===== src/rtl/mu0p_pkg.sv =====
// Shared definitions for the MU0P accumulator core: opcodes, FSM states and ALU operations.
package mu0p_pkg;

    typedef enum logic [1:0] {
        ST_FETCH = 2'd0,
        ST_EXEC  = 2'd1,
        ST_HALT  = 2'd2
    } state_e;

    typedef enum logic [1:0] {
        ALU_PASS = 2'd0,
        ALU_ADD  = 2'd1,
        ALU_SUB  = 2'd2
    } alu_op_e;

    localparam logic [3:0] OP_LDA = 4'h0;
    localparam logic [3:0] OP_STA = 4'h1;
    localparam logic [3:0] OP_ADD = 4'h2;
    localparam logic [3:0] OP_SUB = 4'h3;
    localparam logic [3:0] OP_JMP = 4'h4;
    localparam logic [3:0] OP_JGE = 4'h5;
    localparam logic [3:0] OP_JNE = 4'h6;
    localparam logic [3:0] OP_STP = 4'h7;
    localparam logic [3:0] OP_JSR = 4'h8;
    localparam logic [3:0] OP_RET = 4'h9;

    // Opcodes whose EXEC cycle needs a memory transaction.
    function automatic logic is_mem_op(input logic [3:0] op);
        return (op == OP_LDA) || (op == OP_STA) || (op == OP_ADD) || (op == OP_SUB);
    endfunction

endpackage


===== src/rtl/mu0p_alu.sv =====
// Accumulator ALU: pass-through of the memory operand, or modulo add/subtract against Acc.
module mu0p_alu
    import mu0p_pkg::*;
#(
    parameter int DATA_W = 16
) (
    input  alu_op_e           op_i,
    input  logic [DATA_W-1:0] a_i,
    input  logic [DATA_W-1:0] b_i,
    output logic [DATA_W-1:0] y_o
);

    always_comb begin
        y_o = b_i;
        case (op_i)
            ALU_ADD: y_o = a_i + b_i;
            ALU_SUB: y_o = a_i - b_i;
            default: y_o = b_i;
        endcase
    end

endmodule


===== src/rtl/mu0p_core.sv =====
// MU0P accumulator CPU: FETCH/EXEC/HALT sequencer with a req/ack memory handshake.
// Define MU0P_LINK_EN to add a link register with JSR (opcode 8) and RET (opcode 9).
module mu0p_core
    import mu0p_pkg::*;
#(
    parameter int DATA_W = 16,
    parameter int ADDR_W = 12
) (
    input  logic              Clk,
    input  logic              Reset,
    input  logic              Mem_Ack,
    input  logic [DATA_W-1:0] Din,
    output logic              Mem_Req,
    output logic              Mem_Wr,
    output logic [ADDR_W-1:0] Address,
    output logic [DATA_W-1:0] Dout,
    output logic [ADDR_W-1:0] PC,
    output logic [DATA_W-1:0] Acc,
    output logic [3:0]        F,
    output logic              N,
    output logic              Z,
    output logic              Halted
);

    // state    | meaning
    // ST_FETCH | read instruction at PC; on ack latch IR and bump PC
    // ST_EXEC  | execute IR; memory ops wait for ack, others take one cycle
    // ST_HALT  | STP executed; no requests until Reset

    state_e            state_q, state_d;
    logic [ADDR_W-1:0] pc_q, pc_d;
    logic [DATA_W-1:0] acc_q, acc_d;
    logic [DATA_W-1:0] ir_q, ir_d;
    logic              halted_q, halted_d;
`ifdef MU0P_LINK_EN
    logic [ADDR_W-1:0] link_q, link_d;
`endif

    logic [3:0]        opcode;
    logic [ADDR_W-1:0] operand;
    logic              mem_op;
    alu_op_e           alu_op;
    logic [DATA_W-1:0] alu_y;

    assign opcode  = ir_q[DATA_W-1 -: 4];
    assign operand = ir_q[ADDR_W-1:0];
    assign mem_op  = is_mem_op(opcode);

    // IR bits between opcode and operand carry no meaning.
    generate
        if (DATA_W > ADDR_W + 4) begin : g_ir_gap
            logic unused_ir_gap;
            assign unused_ir_gap = ^ir_q[DATA_W-5:ADDR_W];
        end
    endgenerate

    always_comb begin
        alu_op = ALU_PASS;
        if (opcode == OP_ADD) begin
            alu_op = ALU_ADD;
        end else if (opcode == OP_SUB) begin
            alu_op = ALU_SUB;
        end
    end

    mu0p_alu #(
        .DATA_W(DATA_W)
    ) u_alu (
        .op_i(alu_op),
        .a_i (acc_q),
        .b_i (Din),
        .y_o (alu_y)
    );

    always_comb begin
        state_d  = state_q;
        pc_d     = pc_q;
        acc_d    = acc_q;
        ir_d     = ir_q;
        halted_d = halted_q;
`ifdef MU0P_LINK_EN
        link_d   = link_q;
`endif
        case (state_q)
            ST_FETCH: begin
                if (Mem_Ack) begin
                    ir_d    = Din;
                    pc_d    = pc_q + ADDR_W'(1);
                    state_d = ST_EXEC;
                end
            end
            ST_EXEC: begin
                case (opcode)
                    OP_LDA, OP_ADD, OP_SUB: begin
                        if (Mem_Ack) begin
                            acc_d   = alu_y;
                            state_d = ST_FETCH;
                        end
                    end
                    OP_STA: begin
                        if (Mem_Ack) begin
                            state_d = ST_FETCH;
                        end
                    end
                    OP_JMP: begin
                        pc_d    = operand;
                        state_d = ST_FETCH;
                    end
                    OP_JGE: begin
                        if (!acc_q[DATA_W-1]) begin
                            pc_d = operand;
                        end
                        state_d = ST_FETCH;
                    end
                    OP_JNE: begin
                        if (acc_q != '0) begin
                            pc_d = operand;
                        end
                        state_d = ST_FETCH;
                    end
                    OP_STP: begin
                        halted_d = 1'b1;
                        state_d  = ST_HALT;
                    end
`ifdef MU0P_LINK_EN
                    OP_JSR: begin
                        link_d  = pc_q;
                        pc_d    = operand;
                        state_d = ST_FETCH;
                    end
                    OP_RET: begin
                        pc_d    = link_q;
                        state_d = ST_FETCH;
                    end
`endif
                    default: begin
                        state_d = ST_FETCH;
                    end
                endcase
            end
            ST_HALT: begin
                state_d = ST_HALT;
            end
            default: begin
                state_d = ST_FETCH;
            end
        endcase
    end

    always_ff @(posedge Clk or negedge Reset) begin
        if (!Reset) begin
            state_q  <= ST_FETCH;
            pc_q     <= '0;
            acc_q    <= '0;
            ir_q     <= '0;
            halted_q <= 1'b0;
`ifdef MU0P_LINK_EN
            link_q   <= '0;
`endif
        end else begin
            state_q  <= state_d;
            pc_q     <= pc_d;
            acc_q    <= acc_d;
            ir_q     <= ir_d;
            halted_q <= halted_d;
`ifdef MU0P_LINK_EN
            link_q   <= link_d;
`endif
        end
    end

    // Reset gates the request so FETCH can present PC=0 the moment Reset releases.
    assign Mem_Req = Reset && ((state_q == ST_FETCH) || ((state_q == ST_EXEC) && mem_op));
    assign Mem_Wr  = Mem_Req && (state_q == ST_EXEC) && (opcode == OP_STA);
    assign Address = (state_q == ST_EXEC) ? operand : pc_q;
    assign Dout    = acc_q;

    assign PC     = pc_q;
    assign Acc    = acc_q;
    assign F      = opcode;
    assign N      = acc_q[DATA_W-1];
    assign Z      = (acc_q == '0);
    assign Halted = halted_q;

endmodule

===== config.mk =====
export PLATFORM = sky130hd
export DESIGN_NAME = mu0p_core
export DESIGN_NICKNAME = d
export VERILOG_FILES = /design/src/rtl/mu0p_pkg.sv /design/src/rtl/mu0p_alu.sv /design/src/rtl/mu0p_core.sv
export SDC_FILE = /design/constraint.sdc
export NUM_CORES = 1
export LEC_CHECK = 0
export CORE_MARGIN = 5
export CORE_UTILIZATION = 56
export DETAILED_ROUTE_END_ITERATION = 10
export PLACE_DENSITY = 0.95
export SLEW_MARGIN = 20
export SYNTH_ARGS = -nofsm -noshare
export SYNTH_HDL_FRONTEND = slang
export SYNTH_HIERARCHICAL = 1
export SYNTH_SLANG_ARGS = --single-unit
export TNS_END_PERCENT = 50

===== constraint.sdc =====
create_clock -name Clk -period 6.8 [get_ports Clk]
set_clock_uncertainty 0.15 [all_clocks]
set_input_delay 0.68 -clock Clk [delete_from_list [all_inputs] [get_ports Clk]]
set_output_delay 0.68 -clock Clk [all_outputs]
set_load 0.005 [all_outputs]

## Word-level counts from Yosys, hierarchy flattened

Cells that the tools add are included.

| storage, ports and cells | value |
|---|---|
| register bits | 47 |
| latch bits | 0 |
| RAM bits | 0 |
| bits in read-only memories | 0 |
| input port bits | 19 |
| output and inout port bits | 65 |
| logic and storage cells | 57 |
| memories | 0 |

| operators by class | value |
|---|---|
| add/subtract/negate cells | 3 |
| multipliers | 0 |
| div/mod/pow operators | 0 |
| $lt $le $gt $ge | 0 |
| eq/ne operators | 16 |
| shift-type cells | 0 |
| mux-type cells | 13 |
| bitwise operators | 0 |
| reduce and logical (&&, ||, !) cells | 20 |

Operator list:

| cell | number |
|---|---|
| $mux W12 | 4 |
| $pmux W12 S3 | 1 |
| $pmux W16 S2 | 1 |
| $pmux W12 S2 | 1 |
| $add A16 B16 Y16 | 1 |
| $eq A4 B3 Y1 const B | 4 |
| $logic_not A16 Y1 | 1 |
| $reduce_bool A16 Y1 | 1 |
| $sub A16 B16 Y16 | 1 |
| $add A12 B1 Y12 const B | 1 |
| $ne A3 B3 Y1 const B | 3 |
| $eq A4 B2 Y1 const B | 2 |
| $mux W2 | 4 |
| $pmux W2 S3 | 1 |
| $reduce_and A2 Y1 | 3 |
| $reduce_and A5 Y1 | 1 |
| $eq A2 B1 Y1 const B | 2 |
| $eq A2 B2 Y1 const B | 2 |
| $eq A4 B1 Y1 const B | 1 |
| $logic_and A1 B1 Y1 | 4 |
| $logic_not A4 Y1 | 1 |
| $logic_or A1 B1 Y1 | 4 |
| $ne A4 B1 Y1 const B | 1 |
| $pmux W2 S2 | 1 |
| other kinds (6) | 6 |

## Logic depth before layout (Yosys ltp)

Gate-level depths: netlist of the first run.

| logic depth | value |
|---|---|
| word-level depth | 9 |
| depth in mapped cells | 15 |
| depth with buffers taken out | 15 |

## Cells and area by module

The synthesis of the first run kept the hierarchy.

By module, submodules not included:

| module | times used | cells an instance | area an instance (um^2) | seq. area each (um^2) |
|---|---|---|---|---|
| mu0p_core | 1 | 245 | 2595.0 | 1176.1 |
| mu0p_alu | 1 | 183 | 1249.9 | 0.0 |

## Worst setup path before layout of the first run

No wires, ideal clock.

| timing path | value |
|---|---|
| path type | in2reg |
| start point | in Din[4] |
| end point | reg acc_q[15], in the netlist Acc[15] |
| library setup time | 0.125 ns |
| arrival | 3.784 ns |
| required time | 6.525 ns |
| slack | 2.741 ns |
| stages | 13 |
| path buffers | 0 |
| cells stage by stage | or3_1 > or3_1 > or4_1 > nor2b_1 > xnor2_1 > ha_1 > and4_1 > o2111ai_1 > a21oi_1 > o31ai_1 > mux4_2 > o211ai_1 > mux2_4 |

| between the ends | value |
|---|---|
| cells in the longest elaborated chain, start to end | 2 |
| elaborated cells on any way between the ends | 3 |
| classes of those cells | add/sub: 2; mux: 1 |

Ends and longest elaborated chain:

| item | RTL line | text |
|---|---|---|
| from (decl) | mu0p_core.sv:12 | `input logic [DATA_W-1:0] Din,` |
| $sub A16 B16 Y16 / $add A16 B16 Y16 (equally long branches) | mu0p_alu.sv:17, mu0p_alu.sv:16 |  |
| $pmux W16 S2 (*) | mu0p_alu.sv:15 | `case (op_i)` |
| via alu_y[15] | mu0p_core.sv:43 | `logic [DATA_W-1:0] alu_y;` |
| to (signal assigned) | mu0p_core.sv:154 | `acc_q <= '0;` |
| to (signal assigned) | mu0p_core.sv:163 | `acc_q <= acc_d;` |
| to (decl) | mu0p_core.sv:32 | `logic [DATA_W-1:0] acc_q, acc_d;` |

The timed path passes the listed nets; every way through them passes the cells marked *.
A chain may end at the register's enable or synchronous reset.

## Worst setup path in the final report of the first run

Ends and elaborated chain as after synthesis.

==> flow_metrics.env, run 1 <==
export IMPL_setup_violations=0
export IMPL_syn_to_final_growth_pct=20.9
export IMPL_cts_num_sinks=47
export IMPL_fmax_ghz=0.215
export IMPL_cell_type_with_the_highest_occurrence_count_on_the_critical_path="sky130_fd_sc_hd__or3_1"
export IMPL_cts_htree_levels=2
export IMPL_ys_warn_count=6
export IMPL_port_buffer_count=83
export IMPL_layout_core_utilization=0.688
export IMPL_syn_inst=428
export IMPL_design_core_area_mm2=0.00676
export IMPL_preCtsSetupSlack_ps=1900
export IMPL_antenna_found_initial=0
export IMPL_detail_route_antenna_nets=0
export IMPL_grt_pass1_wl_um=17300
export IMPL_grt_use_total=0.248
export IMPL_totalNegativeSetupSlack_ps=0
export IMPL_worst_pin_slew_ps=1090
export IMPL_die_area_mm2=0.00862
export IMPL_maximum_number_of_pins_on_one_net_before_global_route_repair=50
export IMPL_layout_drive_gt1_share=0.110
export IMPL_multi_input_comb_area_mm2=0.00234
export IMPL_slowest_stage="sky130_fd_sc_hd__clkdlybuf4s50_1"
export IMPL_drt_pre_antenna_iters=5
export IMPL_synth_area_per_cell_um2=8.98
export IMPL_via_count=3616
export IMPL_cts_resized=0
export IMPL_ctsRootBufferMaster="sky130_fd_sc_hd__clkbuf_8"
export IMPL_grt_ovfl_total=0
export IMPL_finalCritPeriodShare=0.684
export IMPL_hold_class="in -> async"
export IMPL_drtIter0Drc=344
export IMPL_critical_path_peak_fanout=7
export IMPL_final_common_cell="sky130_fd_sc_hd__clkdlybuf4s50_1"
export IMPL_finish_net_count=518
export IMPL_timing_max_transition_violations_final=0
export IMPL_worst_slew_margin_rel=0.272
export IMPL_via_per_inst=6.45
export IMPL_clkTransAtPathRegs_ps=90
export IMPL_first_global_vias=3538
export IMPL_critical_path_arrival_ps=4700
export IMPL_finalHoldViolCount=0
export IMPL_synth_cell_area_mm2=0.00384
export IMPL_rows=30
export IMPL_setup_ws_ps=2150
export IMPL_leakagePower_nw=1.99
export IMPL_power_density_cell_area_mw_per_mm2=509
export IMPL_cts_setup_buffers=0
export IMPL_final_cell_mix="82 x sky130_fd_sc_hd__clkdlybuf4s50_1, 63 x sky130_fd_sc_hd__nand2_1, 47 x sky130_fd_sc_hd__dfrtp_1"
export IMPL_seq_cell_area_mm2=0.00118
export IMPL_cts_hold_repair_buffers=0
export IMPL_clk_insertion_delay_late_ps=310
export IMPL_globalplace_congestion=0.938
export IMPL_number_of_filler_cells_placed_in_the_layout=513
export IMPL_rsz_0062_raised_after_global_routing="no"
export IMPL_power_mw=2.37
export IMPL_post_route_hold_slack_ps=307
export IMPL_die_height_um=92.9
export IMPL_max_cap_viol_count=0
export IMPL_timing_final_crit_period_ps=4650
export IMPL_floorplan_io_pins=84
export IMPL_numCtsBuffers=5
export IMPL_synthesized_netlist_net_count=466
export IMPL_post_synthesis_register_bit_count=47
export IMPL_setup_worst_path_end_class="register"
export IMPL_critPathMaxStageDelay_ps=490
export IMPL_dominantRegCellSynth="sky130_fd_sc_hd__dfrtp_1"
export IMPL_diodes=0
export IMPL_irDropWorstVdd_mv=0.273
export IMPL_worst_path_buf_inv=1
export IMPL_synth_async_reset_ratio=1.00
export IMPL_place_hpwl_um=7520
export IMPL_ys_seq_area_frac=0.306
export IMPL_initial_utilization=0.569
export IMPL_run_status="complete, no violations"
export IMPL_worstPathCellList="clkdlybuf4s50_1 -> or3_1 -> or3_1 -> or4_1 -> nor2b_1 -> xnor2_1 -> ha_1 -> and4_1 -> o2111ai_1 -> a21oi_1 -> o31ai_1 -> mux2i_1 -> o211ai_1 -> mux2_4"
export IMPL_finalWirelength_um=10500
export IMPL_remaining_drc_errors=0
export IMPL_cp_data_required_time_ps=6850
export IMPL_fp_dieW_um=92.9
export IMPL_worst_setup_path_start_kind="input pin"
export IMPL_timing_setup_critical_path_class="in -> reg"
export IMPL_worst_path_dominant_cell_family="simple AND/OR/NAND/NOR gates"
export IMPL_synth_edf_count=0
export IMPL_synth_cell_type_count=57
export IMPL_tritoncts="built"
export IMPL_wl_per_cell_um=18.8
export IMPL_cts_root_to_sink_buffers=2
-- sequential cells by signal, indices dropped and copies added, names as in the netlist --
register and cells:
Acc 16, state_q 2, Halted 1, ir_q 16
PC 12
-- metrics by stage --
| stage | instance area [µm²] | instances |
|---|---|---|
| 2_1_floorplan | 3840 | 428 |
| 3_3_place_gp | 4510 | 553 |
| 3_5_place_dp | 4510 | 553 |
| 4_1_cts | 4650 | 561 |
| 5_1_grt | 4650 | 561 |
| 6_report | 4650 | 561 |
-- synth_stat cells (all sizes together), types with 7 or more instances --
cell | instances | area share
nand2 | 63 | 0.062
nand3 | 14 | 0.018
ha | 18 | 0.059
a21o | 8 | 0.016
mux2 | 33 | 0.11
dfrtp | 47 | 0.31
xnor2 | 15 | 0.034
a2bb2oi | 10 | 0.023
xor2 | 7 | 0.016
nor2 | 24 | 0.025
a221oi | 10 | 0.023
nor4 | 7 | 0.015
inv | 12 | 0.012
o21ai | 23 | 0.030
buf | 33 | 0.065
clkbuf | 8 | 0.0078
a21oi | 18 | 0.023
-- metal layers --
metal,routed length (µm),vias up,GRT usage
met3,857,41,0.0520
met5,0,-,0
met4,336,0,0.0928
met1,4180,1733,0.323
li1,-,1628,-
met2,5150,214,0.406
-- kinds of logic after synthesis --
logic type / count (synthesis) / synth area share
mux: 37 / 0.120
compound gates: 95 / 0.170
xor+xnor: 22 / 0.0501
simple gates: 155 / 0.206
fa+ha+maj: 19 / 0.0638
flops: 47 / 0.306
buf+inv: 53 / 0.0843
-- report_power, final --
group	internal, mW	switching, mW
logic	0.808	0.702
clock network	0.147	0.103
registers	0.417	0.190
total	1.37	0.995
-- path summary, 6_finish.rpt --
path,slack [ps],endpoint,startpoint,cells past startpoint
worst max-delay path,2150,Acc[15],Din[4],14
worst min-delay path,310,state_q[1],Reset,2
worst max register to register,2650,Acc[15],ir_q[13],14
worst min register to register,320,Halted,Halted,1
max in group asynchronous,5770,PC[11],Reset,2
min in group Clk,320,Halted,Halted,1
-- worst reg2reg max path, stage by stage, from the launching register on --
cell and delay, ps:
sky130_fd_sc_hd__dfrtp_1 510, sky130_fd_sc_hd__or2b_2 370, sky130_fd_sc_hd__nor3_1 140, sky130_fd_sc_hd__inv_1 60, sky130_fd_sc_hd__ha_1 390, sky130_fd_sc_hd__o21bai_1 280
sky130_fd_sc_hd__xor2_1 170, sky130_fd_sc_hd__ha_1 360, sky130_fd_sc_hd__and4_1 270, sky130_fd_sc_hd__o2111ai_1 110, sky130_fd_sc_hd__a21oi_1 110, sky130_fd_sc_hd__o31ai_1 430
sky130_fd_sc_hd__mux2i_1 280, sky130_fd_sc_hd__o211ai_1 120, sky130_fd_sc_hd__mux2_4 280
-- area by class of cell --
type,count,area share
multi-input cells,328,0.505
clock buffers,6,0.0156
inverters,12,0.00969
repair buffers,86,0.183
flip-flops and latches,47,0.253
clock inverters,2,0.0129
well taps,80,0.0215
(Power assumes the default switching activity.)
==> run 2: changes to the inputs <==
- CORE_UTILIZATION: 56 -> 47
- PLACE_DENSITY: 0.95 -> 0.87
- clock period: 6.8 -> 4.23 ns (I/O delays scaled with it)
==> flow_metrics.env, run 2 (synthesized netlist as in run 1, its figures left out) <==
export IMPL_run_status="complete, no violations"
export IMPL_crit_reg2reg_launch="ir_q[12]"
export IMPL_max_cap_viol_count=0
export IMPL_ctsRootBufferMaster="sky130_fd_sc_hd__clkbuf_8"
export IMPL_layout_drive_gt1_share=0.156
export IMPL_cts_num_sinks=47
export IMPL_fmax_ghz=0.256
export IMPL_cp_data_required_time_ps=4290
export IMPL_grt_pass1_wl_um=16900
export IMPL_clk_insertion_delay_late_ps=320
export IMPL_hold_class="in -> async"
export IMPL_reg2reg_depth=13
export IMPL_finalWirelength_um=10400
export IMPL_finalCritPeriodShare=0.925
export IMPL_preCtsSetupSlack_ps=21.7
export IMPL_place_hpwl_um=7710
export IMPL_totalNegativeSetupSlack_ps=0
export IMPL_timing_max_transition_violations_final=0
export IMPL_detail_route_antenna_nets=0
export IMPL_leakagePower_nw=2.09
export IMPL_die_height_um=100
export IMPL_wl_per_cell_um=17.0
export IMPL_die_area_mm2=0.0101
export IMPL_first_global_vias=3478
export IMPL_numCtsBuffers=5
export IMPL_rsz_0062_raised_after_global_routing="no"
export IMPL_grt_ovfl_total=0
export IMPL_final_instance_count_excl_fill=611
export IMPL_floorplan_io_pins=84
export IMPL_critical_path_arrival_ps=3970
export IMPL_cts_setup_buffers=0
export IMPL_final_cell_mix="82 x sky130_fd_sc_hd__clkdlybuf4s50_1, 63 x sky130_fd_sc_hd__nand2_1, 47 x sky130_fd_sc_hd__dfrtp_1"
export IMPL_rr_endpoint="Acc[10]"
export IMPL_setup_ws_ps=318
export IMPL_groute_layer_met1_usage=0.268
export IMPL_finalHoldViolCount=0
export IMPL_gr_usage_met2=0.351
export IMPL_critical_path_peak_fanout=10
export IMPL_grt_use_total=0.204
export IMPL_worst_pin_slew_ps=1090
export IMPL_final_common_cell="sky130_fd_sc_hd__clkdlybuf4s50_1"
export IMPL_power_density_cell_area_mw_per_mm2=779
export IMPL_fp_dieW_um=100
export IMPL_timing_setup_critical_path_class="reg -> reg"
export IMPL_setup_violations=0
export IMPL_drtIter0Drc=288
export IMPL_cts_hold_repair_buffers=0
export IMPL_gr_usage_met3=0.0264
export IMPL_placed_cell_area_mm2=0.00473
export IMPL_post_route_hold_slack_ps=53.6
export IMPL_cts_htree_levels=2
export IMPL_worst_slew_margin_rel=0.271
export IMPL_rows=33
export IMPL_placedCellCount=603
export IMPL_clkTransAtPathRegs_ps=100
export IMPL_port_buffer_count=83
export IMPL_antenna_found_initial=0
export IMPL_worst_setup_path_start_kind="register"
export IMPL_cts_root_to_sink_buffers=2
export IMPL_initial_utilization=0.475
export IMPL_setup_worst_path_end_class="register"
export IMPL_design_core_area_mm2=0.00809
export IMPL_via_per_inst=5.91
export IMPL_global_routing_s_busiest_layer="met2"
export IMPL_timing_final_crit_period_ps=3910
export IMPL_remaining_drc_errors=0
export IMPL_maximum_number_of_pins_on_one_net_before_global_route_repair=49
export IMPL_via_count=3612
export IMPL_globalplace_congestion=0.938
export IMPL_irDropWorstVdd_mv=0.381
export IMPL_tritoncts="built"
export IMPL_finish_net_count=543
export IMPL_drt_pre_antenna_iters=6
export IMPL_final_area_mm2=0.00483
export IMPL_syn_to_final_growth_pct=25.7
export IMPL_cts_resized=0
export IMPL_setup_reg_to_reg_worst_slack_ps=320
export IMPL_diodes=0
run 2: power by group:
group          switching (mW)  leakage, nW  internal [mW]
clock                   0.175       0.0474          0.134
combinational            1.13         1.49           1.36
sequential              0.298        0.555          0.670
run 2: worst max-delay path, cell delays in order (launching register included):
cell                      delay, ps
sky130_fd_sc_hd__dfrtp_1        440
sky130_fd_sc_hd__or2b_2         350
sky130_fd_sc_hd__nor3_1         140
sky130_fd_sc_hd__inv_1           60
sky130_fd_sc_hd__ha_1           340
sky130_fd_sc_hd__mux2i_1        220
sky130_fd_sc_hd__fa_1           480
sky130_fd_sc_hd__a21o_1         180
sky130_fd_sc_hd__a21oi_1        280
sky130_fd_sc_hd__o21ai_0        250
sky130_fd_sc_hd__a41oi_1        310
sky130_fd_sc_hd__xor2_1         190
sky130_fd_sc_hd__o21ai_0        120
sky130_fd_sc_hd__mux2_4         280
run 2: how the worst max path moves through the flow:
| stage | start | to | slack, ps | cells past startpoint |
|---|---|---|---|---|
| floorplan | Din[4] | Acc[15] | 430 | 13 |
| global placement | Din[4] | Acc[14] | 80 | 14 |
| detailed placement | Din[4] | Acc[15] | 20 | 15 |
| CTS | Din[4] | Acc[15] | 350 | 15 |
| global route | Din[0] | Acc[15] | 110 | 17 |
| finish | ir_q[12] | Acc[10] | 320 | 13 |
run 2: routing by layer:
metal	wire, µm	up-vias
met5	0	-
met4	159	0
met3	681	16
met2	5160	179
met1	4360	1727
li1	-	1690
run 2: area by class of cell:
cell class                 count  area [µm²]
clock buffer                   6        82.6
clock inverter                 2        16.3
fill                         717        3260
inverter                      12        45.0
multi-input combinational    328        2340
sequential                    47        1180
tap                          105         131
timing repair buffer         111        1040
run 2: per-stage QoR:
| step | power (mW) | utilization |
|---|---|---|
| 2_1_floorplan | 2.49 | - |
| 3_3_place_gp | 3.34 | 0.585 |
| 3_5_place_dp | 3.43 | 0.585 |
| 4_1_cts | 3.76 | 0.597 |
| 5_1_grt | 4.03 | 0.597 |
| 6_report | 3.76 | 0.597 |
==> run 3: changes to the inputs <==
- PLACE_DENSITY: 0.87 -> 0.78
- SETUP_SLACK_MARGIN: unset -> 0.2
==> flow_metrics.env, run 3 (synthesized netlist as in run 1, its figures left out) <==
export IMPL_run_status="complete, no violations"
export IMPL_setup_worst_path_end_class="register"
export IMPL_preCtsSetupSlack_ps=-44.7
export IMPL_wl_per_cell_um=16.4
export IMPL_final_common_cell="sky130_fd_sc_hd__clkdlybuf4s50_1"
export IMPL_tritoncts="built"
export IMPL_fp_dieW_um=100
export IMPL_power_combinational_fraction=0.668
export IMPL_rsz_0062_raised_after_global_routing="no"
export IMPL_die_area_mm2=0.0101
export IMPL_grt_use_total=0.198
export IMPL_drt_pre_antenna_iters=5
export IMPL_placedCellCount=604
export IMPL_final_instance_count_excl_fill=613
export IMPL_worst_hold_startpoint="Halted"
export IMPL_syn_to_final_growth_pct=26.9
export IMPL_via_count=3523
export IMPL_clk_insertion_delay_late_ps=310
export IMPL_hold_path_cell_count=1
export IMPL_worst_slew_margin_rel=0.262
export IMPL_critical_path_arrival_ps=3930
export IMPL_place_hpwl_um=7640
export IMPL_post_route_hold_slack_ps=329
export IMPL_worst_pin_slew_ps=1110
export IMPL_reg2reg_depth=16
export IMPL_design_core_area_mm2=0.00809
export IMPL_intPower_mw=2.16
export IMPL_cp_data_required_time_ps=4280
export IMPL_via_per_inst=5.75
export IMPL_final_cell_mix="81 x sky130_fd_sc_hd__clkdlybuf4s50_1, 63 x sky130_fd_sc_hd__nand2_1, 47 x sky130_fd_sc_hd__dfrtp_1"
export IMPL_maximum_number_of_pins_on_one_net_before_global_route_repair=32
export IMPL_timing_final_crit_period_ps=3890
export IMPL_finalCritPeriodShare=0.919
export IMPL_power_density_cell_area_mw_per_mm2=764
export IMPL_clkPwrFrac=0.073
export IMPL_floorplan_io_pins=84
export IMPL_layout_core_utilization=0.603
export IMPL_first_global_vias=3389
export IMPL_net_switching_power_mw=1.57
export IMPL_max_cap_viol_count=0
export IMPL_placed_cell_area_mm2=0.00474
export IMPL_crit_reg2reg_launch="ir_q[12]"
export IMPL_rows=33
export IMPL_port_buffer_count=83
export IMPL_die_height_um=100
export IMPL_leakagePower_nw=2.12
export IMPL_worst_setup_path_start_kind="input pin"
export IMPL_grt_pass1_wl_um=16200
export IMPL_antenna_found_initial=0
export IMPL_cts_root_to_sink_buffers=2
export IMPL_finish_net_count=546
export IMPL_timing_setup_critical_path_class="in -> reg"
export IMPL_timing_max_transition_violations_final=0
export IMPL_timing_critical_path_from="Din[5]"
export IMPL_diodes=0
export IMPL_final_area_mm2=0.00488
export IMPL_finalWirelength_um=10100
export IMPL_initial_utilization=0.475
export IMPL_detail_route_antenna_nets=0
export IMPL_drtIter0Drc=262
export IMPL_cts_num_sinks=47
export IMPL_setup_ws_ps=345
export IMPL_remaining_drc_errors=0
export IMPL_layout_drive_gt1_share=0.173
export IMPL_globalplace_congestion=0.932
export IMPL_setup_violations=0
export IMPL_share_seq_of_total_power=0.259
export IMPL_clkTransAtPathRegs_ps=90
export IMPL_irDropWorstVdd_mv=0.326
export IMPL_finalHoldViolCount=0
export IMPL_ctsRootBufferMaster="sky130_fd_sc_hd__clkbuf_8"
export IMPL_fmax_ghz=0.257
export IMPL_numCtsBuffers=5
export IMPL_hold_class="reg -> reg"
export IMPL_grt_ovfl_total=0
export IMPL_switching_share=0.420
export IMPL_critical_path_peak_fanout=5
export IMPL_cts_htree_levels=2
run 3: timing repair:
action	CTS	global route
endpoints found under the setup margin	0	4
hold buffers	1	0
hold endpoints to repair	17	0
gates resized for setup	0	10
buffers inserted	0	1
run 3: cell type report:
class,count,area (µm²)
well taps,105,131
flip-flops and latches,47,1180
clock inverters,2,13.8
multi-input cells,328,2380
inverters,12,45.0
clock buffers,5,68.8
fillers,693,3210
repair buffers,114,1060
run 3: power groups by stage:
stage	combinational [mW]	clock [mW]	sequential, mW
2_1_floorplan	1.59	0	0.905
3_3_place_gp	2.40	0	0.961
3_5_place_dp	2.45	0	0.970
4_1_cts	2.47	0.277	0.965
5_1_grt	2.72	0.298	1.01
6_report	2.49	0.271	0.965
run 3: stage by stage:
step,power (mW),TNS (ps)
finish,3.73,0
global placement,3.36,0
floorplan,2.49,0
CTS,3.71,0
detailed placement,3.42,-44.7
global route,4.03,0
run 3: final timing paths:
kind / to / slack, ps
hold / removal: Halted / 330
min in group asynchronous: Acc[15] / 430
setup reg to reg: Acc[15] / 490
max in group asynchronous: Acc[1] / 2760
setup / recovery: Acc[15] / 340
hold reg to reg: Halted / 330
run 3: routing by layer:
metal,GRT usage,wire [µm]
met1,0.271,4430
met2,0.320,4800
met3,0.0368,692
met4,0.0560,138
met5,0,0
run 3: worst max-delay path, stage by stage:
cell and delay (ps):
sky130_fd_sc_hd__clkdlybuf4s50_1 420, sky130_fd_sc_hd__or3_4 380, sky130_fd_sc_hd__or3_4 340, sky130_fd_sc_hd__or4_4 420, sky130_fd_sc_hd__nor2b_1 150, sky130_fd_sc_hd__xnor2_1 120
sky130_fd_sc_hd__ha_1 320, sky130_fd_sc_hd__buf_4 160, sky130_fd_sc_hd__nand4_1 90, sky130_fd_sc_hd__nand3_1 100, sky130_fd_sc_hd__o31ai_2 250, sky130_fd_sc_hd__buf_4 160
sky130_fd_sc_hd__mux2i_1 210, sky130_fd_sc_hd__o211ai_1 110, sky130_fd_sc_hd__mux2_4 280
